<file path="src/rtl/ula_multiciclo.sv">
// Multi-cycle ALU feeding a register bank: single-cycle logic/arithmetic ops,
// and a WIDTH-step shift-add multiplier. The result is registered and announced by a done/Habilita pulse.
module ula_multiciclo #(
  parameter int WIDTH = 16
) (
  input  logic             clock,
  input  logic             reset,
  input  logic             start,
  input  logic [2:0]       op,
  input  logic [WIDTH-1:0] A,
  input  logic [WIDTH-1:0] B,
  output logic [WIDTH-1:0] E,
  output logic             Habilita,
  output logic             busy,
  output logic             done,
  output logic             flag_z,
  output logic             flag_n,
  output logic             flag_c,
  output logic             flag_v
);

  localparam int CW = $clog2(WIDTH + 1);
  localparam logic [CW-1:0] CNT_LAST = CW'(WIDTH);

  localparam logic [2:0] OP_ADD = 3'b000;
  localparam logic [2:0] OP_SUB = 3'b001;
  localparam logic [2:0] OP_AND = 3'b010;
  localparam logic [2:0] OP_OR  = 3'b011;
  localparam logic [2:0] OP_XOR = 3'b100;
  localparam logic [2:0] OP_NOT = 3'b101;
  localparam logic [2:0] OP_SHL = 3'b110;
  localparam logic [2:0] OP_MUL = 3'b111;

  typedef enum logic [1:0] {ST_IDLE, ST_EXEC, ST_MUL, ST_DONE} state_t;

  state_t             state_r;
  logic [2:0]         op_r;
  logic [WIDTH-1:0]   a_r;
  logic [WIDTH-1:0]   b_r;
  logic [2*WIDTH-1:0] acc_r;
  logic [2*WIDTH-1:0] mcand_r;
  logic [WIDTH-1:0]   mplier_r;
  logic [CW-1:0]      cnt_r;
  logic [WIDTH-1:0]   e_r;
  logic               z_r, n_r, c_r, v_r;
  logic               done_r, hab_r, busy_r;

  logic [WIDTH:0]     sum_s;
  logic [WIDTH:0]     diff_s;
  logic [WIDTH:0]     shl_s;
  logic [WIDTH-1:0]   res_s;
  logic               c_s, v_s;

  // Bit WIDTH of each extended result is the carry, borrow, or last bit shifted out.
  assign sum_s  = {1'b0, a_r} + {1'b0, b_r};
  assign diff_s = {1'b0, a_r} - {1'b0, b_r};
  assign shl_s  = {1'b0, a_r} << b_r[3:0];

  // Single-cycle operation result and carry/overflow, from the latched operands
  always_comb begin
    res_s = {WIDTH{1'b0}};
    c_s   = 1'b0;
    v_s   = 1'b0;
    case (op_r)
      OP_ADD: begin
        res_s = sum_s[WIDTH-1:0];
        c_s   = sum_s[WIDTH];
        v_s   = (a_r[WIDTH-1] == b_r[WIDTH-1]) && (sum_s[WIDTH-1] != a_r[WIDTH-1]);
      end
      OP_SUB: begin
        res_s = diff_s[WIDTH-1:0];
        c_s   = diff_s[WIDTH];
        v_s   = (a_r[WIDTH-1] != b_r[WIDTH-1]) && (diff_s[WIDTH-1] != a_r[WIDTH-1]);
      end
      OP_AND:  res_s = a_r & b_r;
      OP_OR:   res_s = a_r | b_r;
      OP_XOR:  res_s = a_r ^ b_r;
      OP_NOT:  res_s = ~a_r;
      OP_SHL: begin
        res_s = shl_s[WIDTH-1:0];
        c_s   = shl_s[WIDTH];
      end
      default: begin
        res_s = {WIDTH{1'b0}};
        c_s   = 1'b0;
        v_s   = 1'b0;
      end
    endcase
  end

  // Control FSM, operand latch, shift-add multiplier and registered outputs
  always_ff @(posedge clock or posedge reset) begin
    if (reset) begin
      state_r  <= ST_IDLE;
      op_r     <= 3'b000;
      a_r      <= {WIDTH{1'b0}};
      b_r      <= {WIDTH{1'b0}};
      acc_r    <= {(2*WIDTH){1'b0}};
      mcand_r  <= {(2*WIDTH){1'b0}};
      mplier_r <= {WIDTH{1'b0}};
      cnt_r    <= {CW{1'b0}};
      e_r      <= {WIDTH{1'b0}};
      z_r      <= 1'b0;
      n_r      <= 1'b0;
      c_r      <= 1'b0;
      v_r      <= 1'b0;
      done_r   <= 1'b0;
      hab_r    <= 1'b0;
      busy_r   <= 1'b0;
    end else begin
      done_r <= 1'b0;
      hab_r  <= 1'b0;
      case (state_r)
        ST_IDLE: begin
          if (start) begin
            op_r     <= op;
            a_r      <= A;
            b_r      <= B;
            acc_r    <= {(2*WIDTH){1'b0}};
            mcand_r  <= {{WIDTH{1'b0}}, A};
            mplier_r <= B;
            cnt_r    <= {CW{1'b0}};
            busy_r   <= 1'b1;
            state_r  <= (op == OP_MUL) ? ST_MUL : ST_EXEC;
          end else begin
            busy_r   <= 1'b0;
          end
        end
        ST_EXEC: begin
          e_r     <= res_s;
          z_r     <= (res_s == {WIDTH{1'b0}});
          n_r     <= res_s[WIDTH-1];
          c_r     <= c_s;
          v_r     <= v_s;
          done_r  <= 1'b1;
          hab_r   <= 1'b1;
          state_r <= ST_DONE;
        end
        ST_MUL: begin
          // WIDTH partial-product steps, then one cycle to publish the product
          if (cnt_r == CNT_LAST) begin
            e_r     <= acc_r[WIDTH-1:0];
            z_r     <= (acc_r[WIDTH-1:0] == {WIDTH{1'b0}});
            n_r     <= acc_r[WIDTH-1];
            c_r     <= |acc_r[2*WIDTH-1:WIDTH];
            v_r     <= 1'b0;
            done_r  <= 1'b1;
            hab_r   <= 1'b1;
            state_r <= ST_DONE;
          end else begin
            if (mplier_r[0]) begin
              acc_r <= acc_r + mcand_r;
            end
            mcand_r  <= {mcand_r[2*WIDTH-2:0], 1'b0};
            mplier_r <= {1'b0, mplier_r[WIDTH-1:1]};
            cnt_r    <= cnt_r + CW'(1);
          end
        end
        ST_DONE: begin
          busy_r  <= 1'b0;
          state_r <= ST_IDLE;
        end
        default: begin
          busy_r  <= 1'b0;
          state_r <= ST_IDLE;
        end
      endcase
    end
  end

  assign E        = e_r;
  assign flag_z   = z_r;
  assign flag_n   = n_r;
  assign flag_c   = c_r;
  assign flag_v   = v_r;
  assign done     = done_r;
  assign Habilita = hab_r;
  assign busy     = busy_r;

endmodule

</file>
<file path="config.mk">
export PLATFORM = sky130hd
export DESIGN_NAME = ula_multiciclo
export DESIGN_NICKNAME = d
export VERILOG_FILES = /design/src/rtl/ula_multiciclo.sv
export SDC_FILE = /design/constraint.sdc
export NUM_CORES = 1
export LEC_CHECK = 0
export BUFFER_PORTS_ARGS = -buffer_cell sky130_fd_sc_hd__buf_2
export CORE_MARGIN = 10
export CORE_UTILIZATION = 40
export DETAILED_ROUTE_END_ITERATION = 8
export GPL_TIMING_DRIVEN = 0
export PLACE_DENSITY_LB_ADDON = 0.2
export SLEW_MARGIN = 5
export SYNTH_ARGS = -nofsm -noshare
export SYNTH_HDL_FRONTEND = slang
export SYNTH_SLANG_ARGS = --single-unit
export TNS_END_PERCENT = 100
</file>
<file path="constraint.sdc">
create_clock -name clock -period 9.4 [get_ports clock]
set_clock_uncertainty 0.15 [all_clocks]
set_input_delay 0.94 -clock clock [delete_from_list [all_inputs] [get_ports clock]]
set_output_delay 0.94 -clock clock [all_outputs]
set_load 0.03 [all_outputs]
</file>
==> run summary <==
The proportion of synthesized flip-flops having asynchronous set or reset is 100%. The tree is rooted in a sky130_fd_sc_hd__clkbuf_16. STA classifies the critical path endpoint as a flop. Leaving out fill and tap cells, the most frequent cell in the layout is sky130_fd_sc_hd__dfrtp_1. The total global routing overflow is 0. Clock latency on the worst-skew pair, taken at its later pin, is 0.42 ns. Traced cell by cell, the critical path runs through clkbuf_1 > clkinv_1 > ha_1 > and3_1 > a2111oi_4 > o221ai_1 > a211o_1 > a21o_1 > a2111oi_0 > a211oi_1 > xnor2_1 > o211a_1 > o31ai_1. The number of max-slew violations in the final report is 0. The max capacitance violation total came out at 0.

The critical path class is reg -> reg. At the pin with the least slew margin, the transition time is 0.758 ns. For this run, the register share of the synthesized area comes to 33.7%. The number of violations reported at the end of detailed-routing iteration 0 came out at 714. Synthesis inferred 143 register bits.

The maximum clock insertion buffer count came out at 2. In the final routed layout, each cell accounts on average for 21.5 um. The type of the tightest min-delay check is reg -> reg.

Once detail routing completed, the nets flagged for antenna violations numbered 0. Yosys printed 0 warnings. After floorplanning, the core was divided into 59 placement rows.

The final hold violation count came to 0. The wire length of the first global-routing pass is 54,300 um. The die span in y is 183 um. The total vias in the final route is 9,462. The final RePlAce weighted congestion is 0.974.

The clock buffer count from CTS is 17. Buffers inserted to repair hold after CTS numbered 0. In the global route stage, overall resource usage came out at 20.5%. The number of setup buffers added after CTS came out at 0. The number of clock sinks is 143. Using the TritonRoute via totals, the vias-per-cell ratio works out to 5.89. The number of top-level pins is 61.

Among all flip-flop cells after synthesis, the most frequent one is sky130_fd_sc_hd__dfrtp_1. The cell count after synthesis came out at 1,179. The dominant delay contributor by cell family on the critical path is compound AO/OA/AOI/OAI gates.

The worst setup path is launched from a flop. The slowest stage cell on the critical path is sky130_fd_sc_hd__ha_1. The clock slew at the register clock pins of the worst setup and hold paths is 0.07 ns. For this run, the detailed router's first-pass iteration total came to 5. Of the available clock period, the critical path in the final layout requires 50.3%. The net total in the final layout is 1,390. From left edge to right edge, the die measures 183 um.

The diode insertion count for antenna repair is 0. The number of global-route vias before repair is 9,213. Entering global routing, the biggest net connects 90 pins. Setup repair after global routing left no endpoint under its margin. The number of resized instances in the post-cts repair step came out at 0.

The initial antenna violation count came out at 0. The area growth from synthesis to layout came out at 12.7%. The count of unique library cells instantiated by Yosys is 75. In this run the cell area of the synthesized design comes to 10,600 um2. The highest attainable clock frequency came out at 211 MHz.

The fraction of layout instances using a drive strength above 1 is 12.3%. CTS built an H-tree with a depth of 4. The starting density of the core is 40.7%.

The clock period could shrink to 4.73 ns. The number of enable-type register cells in the synthesized netlist is 0. The die area came out at 33,500 um2. The number of setup violations in the final report came out at 0.

After detailed routing, the number of remaining DRC violations is 0. In the final timing run, aggregate negative setup slack is 0 ns. Counting every net in the synthesized netlist gives 1,310. TritonCTS built the clock tree. The count of buffer and inverter cells on the critical path came out at 2. The library cells used most frequently in the layout, excluding fill and tap cells, are 143 x sky130_fd_sc_hd__dfrtp_1, 127 x sky130_fd_sc_hd__nand2_1, 93 x sky130_fd_sc_hd__o21ai_0. The critical path data required time is 9.58 ns. The worst register-to-register path has a setup slack of 4.67 ns.

The run finished with clean final reports. The relative slew slack came out at 49.4%. The biggest fanout along the worst timing path is 8.

The total of fill cells in the finished design came out at 2,616. The total core area is 26,100 um2. The total wirelength of the detailed-routed design is 34,600 um. The arrival time at the worst endpoint came out at 4.91 ns. The count of input and output buffers came out at 60. The delay of the slowest cell on the worst path came out at 0.51 ns.

The synthesized area per cell is 9.02 um2. After legalization and detailed placement, the total HPWL measured 27,100 um.
per-layer routing:
layer | vias to the layer above | GRT usage (%) | wire (um)
met1 | 4591 | 30.2 | 16700
met5 | - | 0 | 0
met3 | 52 | 3.50 | 2290
met2 | 351 | 29.6 | 14600
met4 | 0 | 7.05 | 956
li1 | 4468 | - | -
synthesized netlist by cell type, types with 12 or more instances:
| library cell | count | area [um2] |
|---|---|---|
| sky130_fd_sc_hd__dfrtp_1 | 143 | 3580 |
| sky130_fd_sc_hd__nand2_1 | 127 | 477 |
| sky130_fd_sc_hd__o21ai_0 | 93 | 465 |
| sky130_fd_sc_hd__ha_1 | 90 | 1130 |
| sky130_fd_sc_hd__a21oi_1 | 74 | 370 |
| sky130_fd_sc_hd__inv_1 | 63 | 236 |
| sky130_fd_sc_hd__nor2_1 | 60 | 225 |
| sky130_fd_sc_hd__mux2i_1 | 58 | 581 |
| sky130_fd_sc_hd__clkbuf_1 | 53 | 199 |
| sky130_fd_sc_hd__mux2_2 | 41 | 462 |
| sky130_fd_sc_hd__xnor2_1 | 30 | 263 |
| sky130_fd_sc_hd__a22o_1 | 23 | 201 |
| sky130_fd_sc_hd__nor3_1 | 22 | 110 |
| sky130_fd_sc_hd__o21ai_1 | 21 | 105 |
| sky130_fd_sc_hd__a21o_1 | 19 | 143 |
| sky130_fd_sc_hd__o22ai_1 | 17 | 106 |
| sky130_fd_sc_hd__a211oi_1 | 15 | 113 |
| sky130_fd_sc_hd__nand2b_1 | 13 | 81.3 |
| sky130_fd_sc_hd__xor2_1 | 13 | 114 |
| sky130_fd_sc_hd__o21bai_1 | 12 | 90.1 |
sequential cells by signal (all words and copies together), names as in the netlist:
name and count:
acc_r 32, mcand_r 32, E 16, a_r 16
b_r 16, mplier_r 16, cnt_r 5, op_r 3
state_r 2, Habilita 1, busy 1, flag_c 1
flag_v 1, flag_z 1
through the flow:
stage               hold WS (ns)  instance area [um2]  util, %  setup slack, ns  cells
finish                     0.324                12000     45.8             4.67   1607
detailed placement         0.319                11400     43.6             4.79   1575
global route               0.358                12000     45.8             4.53   1607
floorplan                  0.300                10600        -             4.47   1179
CTS                        0.334                12000     45.8             4.80   1607
global placement           0.314                11400     43.4             2.66   1574
logic make-up after synthesis:
family                     count (synthesis)  share of synthesized area (%)
adders and majority gates                 93                           11.2
buffers and inverters                    133                           4.87
AOI/OAI and AO/OA                        373                           23.4
xor gates and xnor gates                  43                           3.54
and+or+nand+nor                          290                           12.5
muxes                                    104                           10.9
DFF                                      143                           33.7
worst reg2reg max path, delay by kind of cell (launching register included):
family	cells	cell delay, ns
AO/OA/AOI/OAI	8	2.26
buffers and inverters	2	0.89
adder cells (fa/ha/maj)	1	0.51
flip-flops	1	0.41
AND/OR/NAND/NOR	1	0.23
XOR/XNOR	1	0.18
final timing paths:
kind | from | endpoint | cells after the start
setup / recovery | b_r[3] | E[15] | 13
hold / removal | E[2] | E[2] | 2
setup reg to reg | b_r[3] | E[15] | 13
hold reg to reg | E[2] | E[2] | 2
max in group asynchronous | reset | E[3] | 3
min in group asynchronous | reset | mplier_r[8] | 2
final cells by class:
cell class	count	area [um2]	share of cell area, %
tap	335	419	3.50
multi-input combinational	903	6540	54.6
clock buffer	19	443	3.70
sequential	143	3580	29.9
timing repair buffer	61	328	2.74
buffer	66	267	2.23
inverter	67	256	2.14
clock inverter	13	151	1.26
Power is left out: the tool's default activity adds up to more than one toggle a clock period on the data nets, which glitch-free logic cannot reach.
